===== src/rtl/sauria_tile_writer.sv =====
// Packs a row-major stream of WORD_W elements into WORDS_PER_LINE-wide SRAM lines for one matrix slot.
// Optional per-matrix checksum output enabled by defining SAURIA_TILE_WR_CHKSUM_EN.
//
// state   | meaning
// IDLE    | waiting for start_i; out-of-range slot pulses err_o
// FILL    | accepting elements into the line register
// WRITE   | line presented to SRAM until sram_gnt_i
// DONE    | one-cycle done_o pulse
module sauria_tile_writer #(
    parameter int ROWS           = 16,
    parameter int COLS           = 16,
    parameter int WORD_W         = 32,
    parameter int WORDS_PER_LINE = 4,
    parameter int NUM_MATS       = 8,
    parameter int ADDR_W         = 9
) (
    input  logic                             clk_i,
    input  logic                             rst_i,
    input  logic                             start_i,
    input  logic [7:0]                       mat_idx_i,
    input  logic                             s_valid_i,
    output logic                             s_ready_o,
    input  logic [WORD_W-1:0]                s_data_i,
    output logic                             sram_req_o,
    output logic                             sram_we_o,
    output logic [ADDR_W-1:0]                sram_addr_o,
    output logic [WORD_W*WORDS_PER_LINE-1:0] sram_wdata_o,
    input  logic                             sram_gnt_i,
    output logic                             busy_o,
    output logic                             done_o,
    output logic                             err_o
`ifdef SAURIA_TILE_WR_CHKSUM_EN
    ,
    output logic [WORD_W-1:0]                chksum_o
`endif
);

    localparam int LINES_PER_MAT = ROWS * COLS / WORDS_PER_LINE;
    localparam int LANE_W        = (WORDS_PER_LINE > 1) ? $clog2(WORDS_PER_LINE) : 1;
    localparam int LINE_W        = (LINES_PER_MAT > 1) ? $clog2(LINES_PER_MAT) : 1;
    localparam logic [LANE_W-1:0] LAST_LANE = LANE_W'(WORDS_PER_LINE - 1);
    localparam logic [LINE_W-1:0] LAST_LINE = LINE_W'(LINES_PER_MAT - 1);

    if (COLS % WORDS_PER_LINE != 0) begin : g_bad_cols
        $error("COLS must be a multiple of WORDS_PER_LINE");
    end
    if ((64'd1 << ADDR_W) < 64'(NUM_MATS * LINES_PER_MAT)) begin : g_bad_addr_w
        $error("ADDR_W too narrow for NUM_MATS matrices");
    end

    typedef enum logic [1:0] {
        S_IDLE,
        S_FILL,
        S_WRITE,
        S_DONE
    } state_t;

    state_t r_state;
    state_t w_next;

    logic [ADDR_W-1:0]                r_base;
    logic [LANE_W-1:0]                r_lane;
    logic [LINE_W-1:0]                r_line_cnt;
    logic [WORD_W*WORDS_PER_LINE-1:0] r_line;
    logic                             r_err;

    logic [31:0]       w_idx32;
    logic              w_in_range;
    logic              w_start_ok;
    logic              w_start_bad;
    logic              w_hs;
    logic              w_gnt;
    logic [ADDR_W-1:0] w_base;

    assign w_idx32     = 32'(mat_idx_i);
    assign w_in_range  = (w_idx32 < 32'(NUM_MATS));
    assign w_start_ok  = (r_state == S_IDLE) && start_i && w_in_range;
    assign w_start_bad = (r_state == S_IDLE) && start_i && !w_in_range;
    assign w_hs        = (r_state == S_FILL) && s_valid_i;
    assign w_gnt       = (r_state == S_WRITE) && sram_gnt_i;
    assign w_base      = ADDR_W'(w_idx32 * 32'(LINES_PER_MAT));

    always_ff @(posedge clk_i) begin
        if (rst_i) begin
            r_state <= S_IDLE;
        end else begin
            r_state <= w_next;
        end
    end

    always_comb begin
        w_next     = r_state;
        s_ready_o  = 1'b0;
        sram_req_o = 1'b0;
        busy_o     = 1'b1;
        done_o     = 1'b0;
        case (r_state)
            S_IDLE: begin
                busy_o = 1'b0;
                if (w_start_ok) begin
                    w_next = S_FILL;
                end
            end
            S_FILL: begin
                s_ready_o = 1'b1;
                if (w_hs && (r_lane == LAST_LANE)) begin
                    w_next = S_WRITE;
                end
            end
            S_WRITE: begin
                sram_req_o = 1'b1;
                if (sram_gnt_i) begin
                    w_next = (r_line_cnt == LAST_LINE) ? S_DONE : S_FILL;
                end
            end
            S_DONE: begin
                done_o = 1'b1;
                w_next = S_IDLE;
            end
            default: begin
                w_next = S_IDLE;
            end
        endcase
    end

    // Reset clears the line register so a partially filled line never reaches SRAM.
    always_ff @(posedge clk_i) begin
        if (rst_i) begin
            r_base     <= '0;
            r_lane     <= '0;
            r_line_cnt <= '0;
            r_line     <= '0;
            r_err      <= 1'b0;
        end else begin
            r_err <= w_start_bad;
            if (w_start_ok) begin
                r_base     <= w_base;
                r_lane     <= '0;
                r_line_cnt <= '0;
            end
            if (w_hs) begin
                r_line[r_lane*WORD_W +: WORD_W] <= s_data_i;
                r_lane <= (r_lane == LAST_LANE) ? '0 : r_lane + LANE_W'(1);
            end
            if (w_gnt && (r_line_cnt != LAST_LINE)) begin
                r_line_cnt <= r_line_cnt + LINE_W'(1);
            end
        end
    end

    assign sram_we_o    = sram_req_o;
    assign sram_addr_o  = r_base + ADDR_W'(r_line_cnt);
    assign sram_wdata_o = r_line;
    assign err_o        = r_err;

`ifdef SAURIA_TILE_WR_CHKSUM_EN
    logic [WORD_W-1:0] r_sum;

    always_ff @(posedge clk_i) begin
        if (rst_i) begin
            r_sum <= '0;
        end else if (w_start_ok) begin
            r_sum <= '0;
        end else if (w_hs) begin
            r_sum <= r_sum + s_data_i;
        end
    end

    assign chksum_o = r_sum;
`endif

endmodule


===== config.mk =====
export PLATFORM = sky130hd
export DESIGN_NAME = sauria_tile_writer
export DESIGN_NICKNAME = d
export VERILOG_FILES = /design/src/rtl/sauria_tile_writer.sv
export SDC_FILE = /design/constraint.sdc
export NUM_CORES = 1
export LEC_CHECK = 0
export ABC_AREA = 0
export ABC_CLOCK_PERIOD_IN_PS = 5380
export BUFFER_PORTS_ARGS = -buffer_cell sky130_fd_sc_hd__buf_2
export CELL_PAD_IN_SITES_DETAIL_PLACEMENT = 0
export CELL_PAD_IN_SITES_GLOBAL_PLACEMENT = 1
export CORE_MARGIN = 2
export CORE_UTILIZATION = 31
export CTS_CLUSTER_DIAMETER = 50
export DETAILED_ROUTE_END_ITERATION = 6
export GPL_ROUTABILITY_DRIVEN = 0
export PLACE_DENSITY = 0.67
export RECOVER_POWER = 100
export SYNTH_ARGS = -nofsm -noshare
export SYNTH_HDL_FRONTEND = slang
export SYNTH_SLANG_ARGS = --single-unit

===== constraint.sdc =====
create_clock -name clk_i -period 5.38 [get_ports clk_i]
set_input_delay 1.345 -clock clk_i [delete_from_list [all_inputs] [get_ports clk_i]]
set_output_delay 1.345 -clock clk_i [all_outputs]
set_load 0.05 [all_outputs]

==> results.cfg <==
[status]
status = finished with violations
violations = capacitance limit, slew limit

[critical_path]
crit_path_start_kind = input pin
worst_setup_path_end_kind = register
ff2ff_path_depth = 5
critPathSlowestCell = and2_0
crit_arrival_ns = 3.82
cp-endpoint = sram_wdata_o[96]
reg2reg_to = sram_wdata_o[96]
cpPeakStageDelay_ns = 0.92
crit_chain = clkbuf_1 > and3b_1 > and2_0 > clkbuf_1 > nand3_1 > a21oi_1
criticalPathCategory = input pin to register
crit_top_cell = clkbuf_1
worstPathMaxFanout = 18
ff2ff_setup_slack_ns = 2.56
timing.rr.start = r_state[1]
required_ns = 5.73
critPathLaunch = s_valid_i

[sta]
fin_tns_setup_ns = 0
setup_viol = 0
slew_violations = 163
fin_crit_sh_pct = 64.6
fin_skew_ns = 0.00756
fmax_mhz = 288
max-slew-margin-rel_pct = -36.2
worst_slew_pin_slew_ns = 2.04
rsz0062_at_grt = false
hold_viol = 0
fin_crit_ns = 3.47

[clock_tree]
cts.sinks = 142
cts_resized = 0
postCtsHoldBufs = 0
path_clk_slew_ns = 0.06
cts_buffers = 17
cts_tree = built
post-cts-setup-buffers = 0
h-tree-depth = 4
clockBufferDepth = 2
clock_latency_ns = 0.42
clock-root-buffer = clkbuf_16

[logic_synthesis]
post_synth.cell_area_avg_um2 = 8.22
synthMuxAreaShare_pct = 0.550
synth_top_area_share_pct = 52.1
ys_warn_count = 0
synth.yosys.seq_area_share_pct = 52.1
synth_xor_area_share_pct = 0
synth_top_area_cell = dfxtp_1
synth_ff_type = dfxtp_1
yosysUniqueCellTypes = 34
synth.area.top_cells = dfxtp_1 (52%), a21oi_1 (12%), nand3_1 (12%), nand2_1 (9.6%), buf_6 (2.3%)
synth_common_cells = dfxtp_1 (142), nand2_1 (140), a21oi_1 (135)
syn_nets = 715
synthSimpleGateAreaFrac_pct = 25.5
async_flop_share_pct = 0
synthesis.area_mm2 = 0.00546
synth_cells = 664
synth-edff-count = 0
synth_compound_area_share_pct = 13.7
ys_seq_elements = 142
synth_fa_ha_area_share_pct = 1.38
synth_top_family_by_area = simple AND/OR/NAND/NOR gates
yosysMostFrequentCell = dfxtp_1

[global_route]
grt_pass1_vias = 4947
grt_antenna_before_repair = 0
grt_overflow = 0
grt.total_usage_pct = 19.4
grt_pass1_wl_mm = 27.6
grt_max_degree = 97

[final_layout]
antenna-diode-count = 0
regArea_mm2 = 0.00284
instances_no_fill = 1059
nets = 872
multi_input_area_mm2 = 0.00227
drive_gt1_share_pct = 10.8
area_delta_synth_final_pct = 25.6
fillers = 1834
design_area_mm2 = 0.00686

[drt]
wl_per_cell_um = 17.2
drc = 0
detail_route.vias_per_cell = 5.03
drtAntennaViolNets = 0
vias = 5331
drtPass1Iterations = 6
wirelength_mm = 18.2
drt_iter0_drc = 342

[pwr]
ir_drop_v = 0.000206
swShare_pct = 22.1
switchingPower_w = 0.000526
cellLeakagePower_nw = 2.26
p_comb_share_pct = 2.9
p_int_w = 0.00186
powerDensity_mw_per_mm2 = 348
clkPwrFrac_pct = 52.8
seqPwrFrac_pct = 44.2

[placed_design]
port_buffers = 187
postPlaceCellArea_mm2 = 0.00641
dp_cells = 1027
hpwl_mm = 12.2

[floorplan]
dieHeight_um = 137
initial_core_util_pct = 31.7
rows = 48
io_pins = 188
design.die.area_mm2 = 0.0187
core_mm2 = 0.0172
fp.dieW_um = 137

[min_path]
hold_path.class = register to register

[flow_run]
drv_cap = 3
-- how the worst min path moves through the flow --
stage          depth (start not counted)              start                end
2_1_floorplan                          2          r_lane[1]          r_lane[1]
3_5_place_dp                           2   sram_wdata_o[14]   sram_wdata_o[14]
4_1_cts                                2   sram_wdata_o[14]   sram_wdata_o[14]
6_report                               2  sram_wdata_o[118]  sram_wdata_o[118]
5_1_grt                                2  sram_wdata_o[115]  sram_wdata_o[115]
3_3_place_gp                           2   sram_wdata_o[55]   sram_wdata_o[55]
-- critical path, delay by kind of cell --
kind	cells	cell delay, ns
AOI/OAI and AO/OA	1	0.19
buffers and inverters	2	0.84
and+or+nand+nor	3	1.44
-- routing by layer --
layer	vias to the layer above	wire [um]	track usage [%]
met5	-	0	0
li1	2578	-	-
met2	189	8350	30.5
met1	2543	8220	25.3
met4	0	253	6.25
met3	21	1400	6.26
-- cells by family after synthesis --
family | count (synthesis)
fa+ha+maj | 6
buf+inv | 62
compound gates | 145
flops | 142
simple gates | 306
mux | 3
-- power groups by stage --
stage | clock, W | sequential, W | combinational, W
after floorplan | 0 | 0.00108 | 0.0000233
after CTS | 0.00128 | 0.00105 | 0.0000704
final | 0.00126 | 0.00105 | 0.0000701
after global routing | 0.00133 | 0.00105 | 0.0000742
after global placement | 0 | 0.00108 | 0.0000700
after detailed placement | 0 | 0.00108 | 0.0000702
-- registers in the layout (all words and copies together) (netlist names) --
signal / flops
err_o: 1
r_base: 3
r_lane: 2
r_line_cnt: 6
r_state: 2
sram_wdata_o: 128
-- through the flow --
stage | setup slack (ns) | power (W) | hold WS, ns | util, %
after floorplan | 2.53 | 0.00111 | 0.481 | -
after global placement | 2.22 | 0.00115 | 0.436 | 37.2
after detailed placement | 2.17 | 0.00115 | 0.440 | 37.2
after CTS | 2.57 | 0.00241 | 0.448 | 40.9
after global routing | 1.66 | 0.00245 | 0.460 | 39.8
final | 1.91 | 0.00238 | 0.449 | 39.8
-- cells in the final DEF, fill, tap and decap left out, drive strengths merged, types with 2 or more instances in the layout --
cell,count
clkbuf,164
dfxtp,142
nand2,140
a21oi,135
nand3,133
buf,50
nor2,10
ha,6
inv,5
and2,5
clkinv,5
clkinvlp,4
bufinv,4
o21ai,4
mux2i,3
nor3b,3
nor3,3
nor2b,2
and3b,2
a311oi,2
nand2b,2
-- final cells by class --
class	count	share of cell area, %
Inverter	4	0.219
Timing Repair Buffer	196	12.0
Multi-Input combinational cell	460	33.1
Clock inverter	14	2.79
Clock buffer	18	6.41
Sequential cell	142	41.5
Tap cell	225	4.11
No activity file was read; power rests on OpenSTA's default activity.
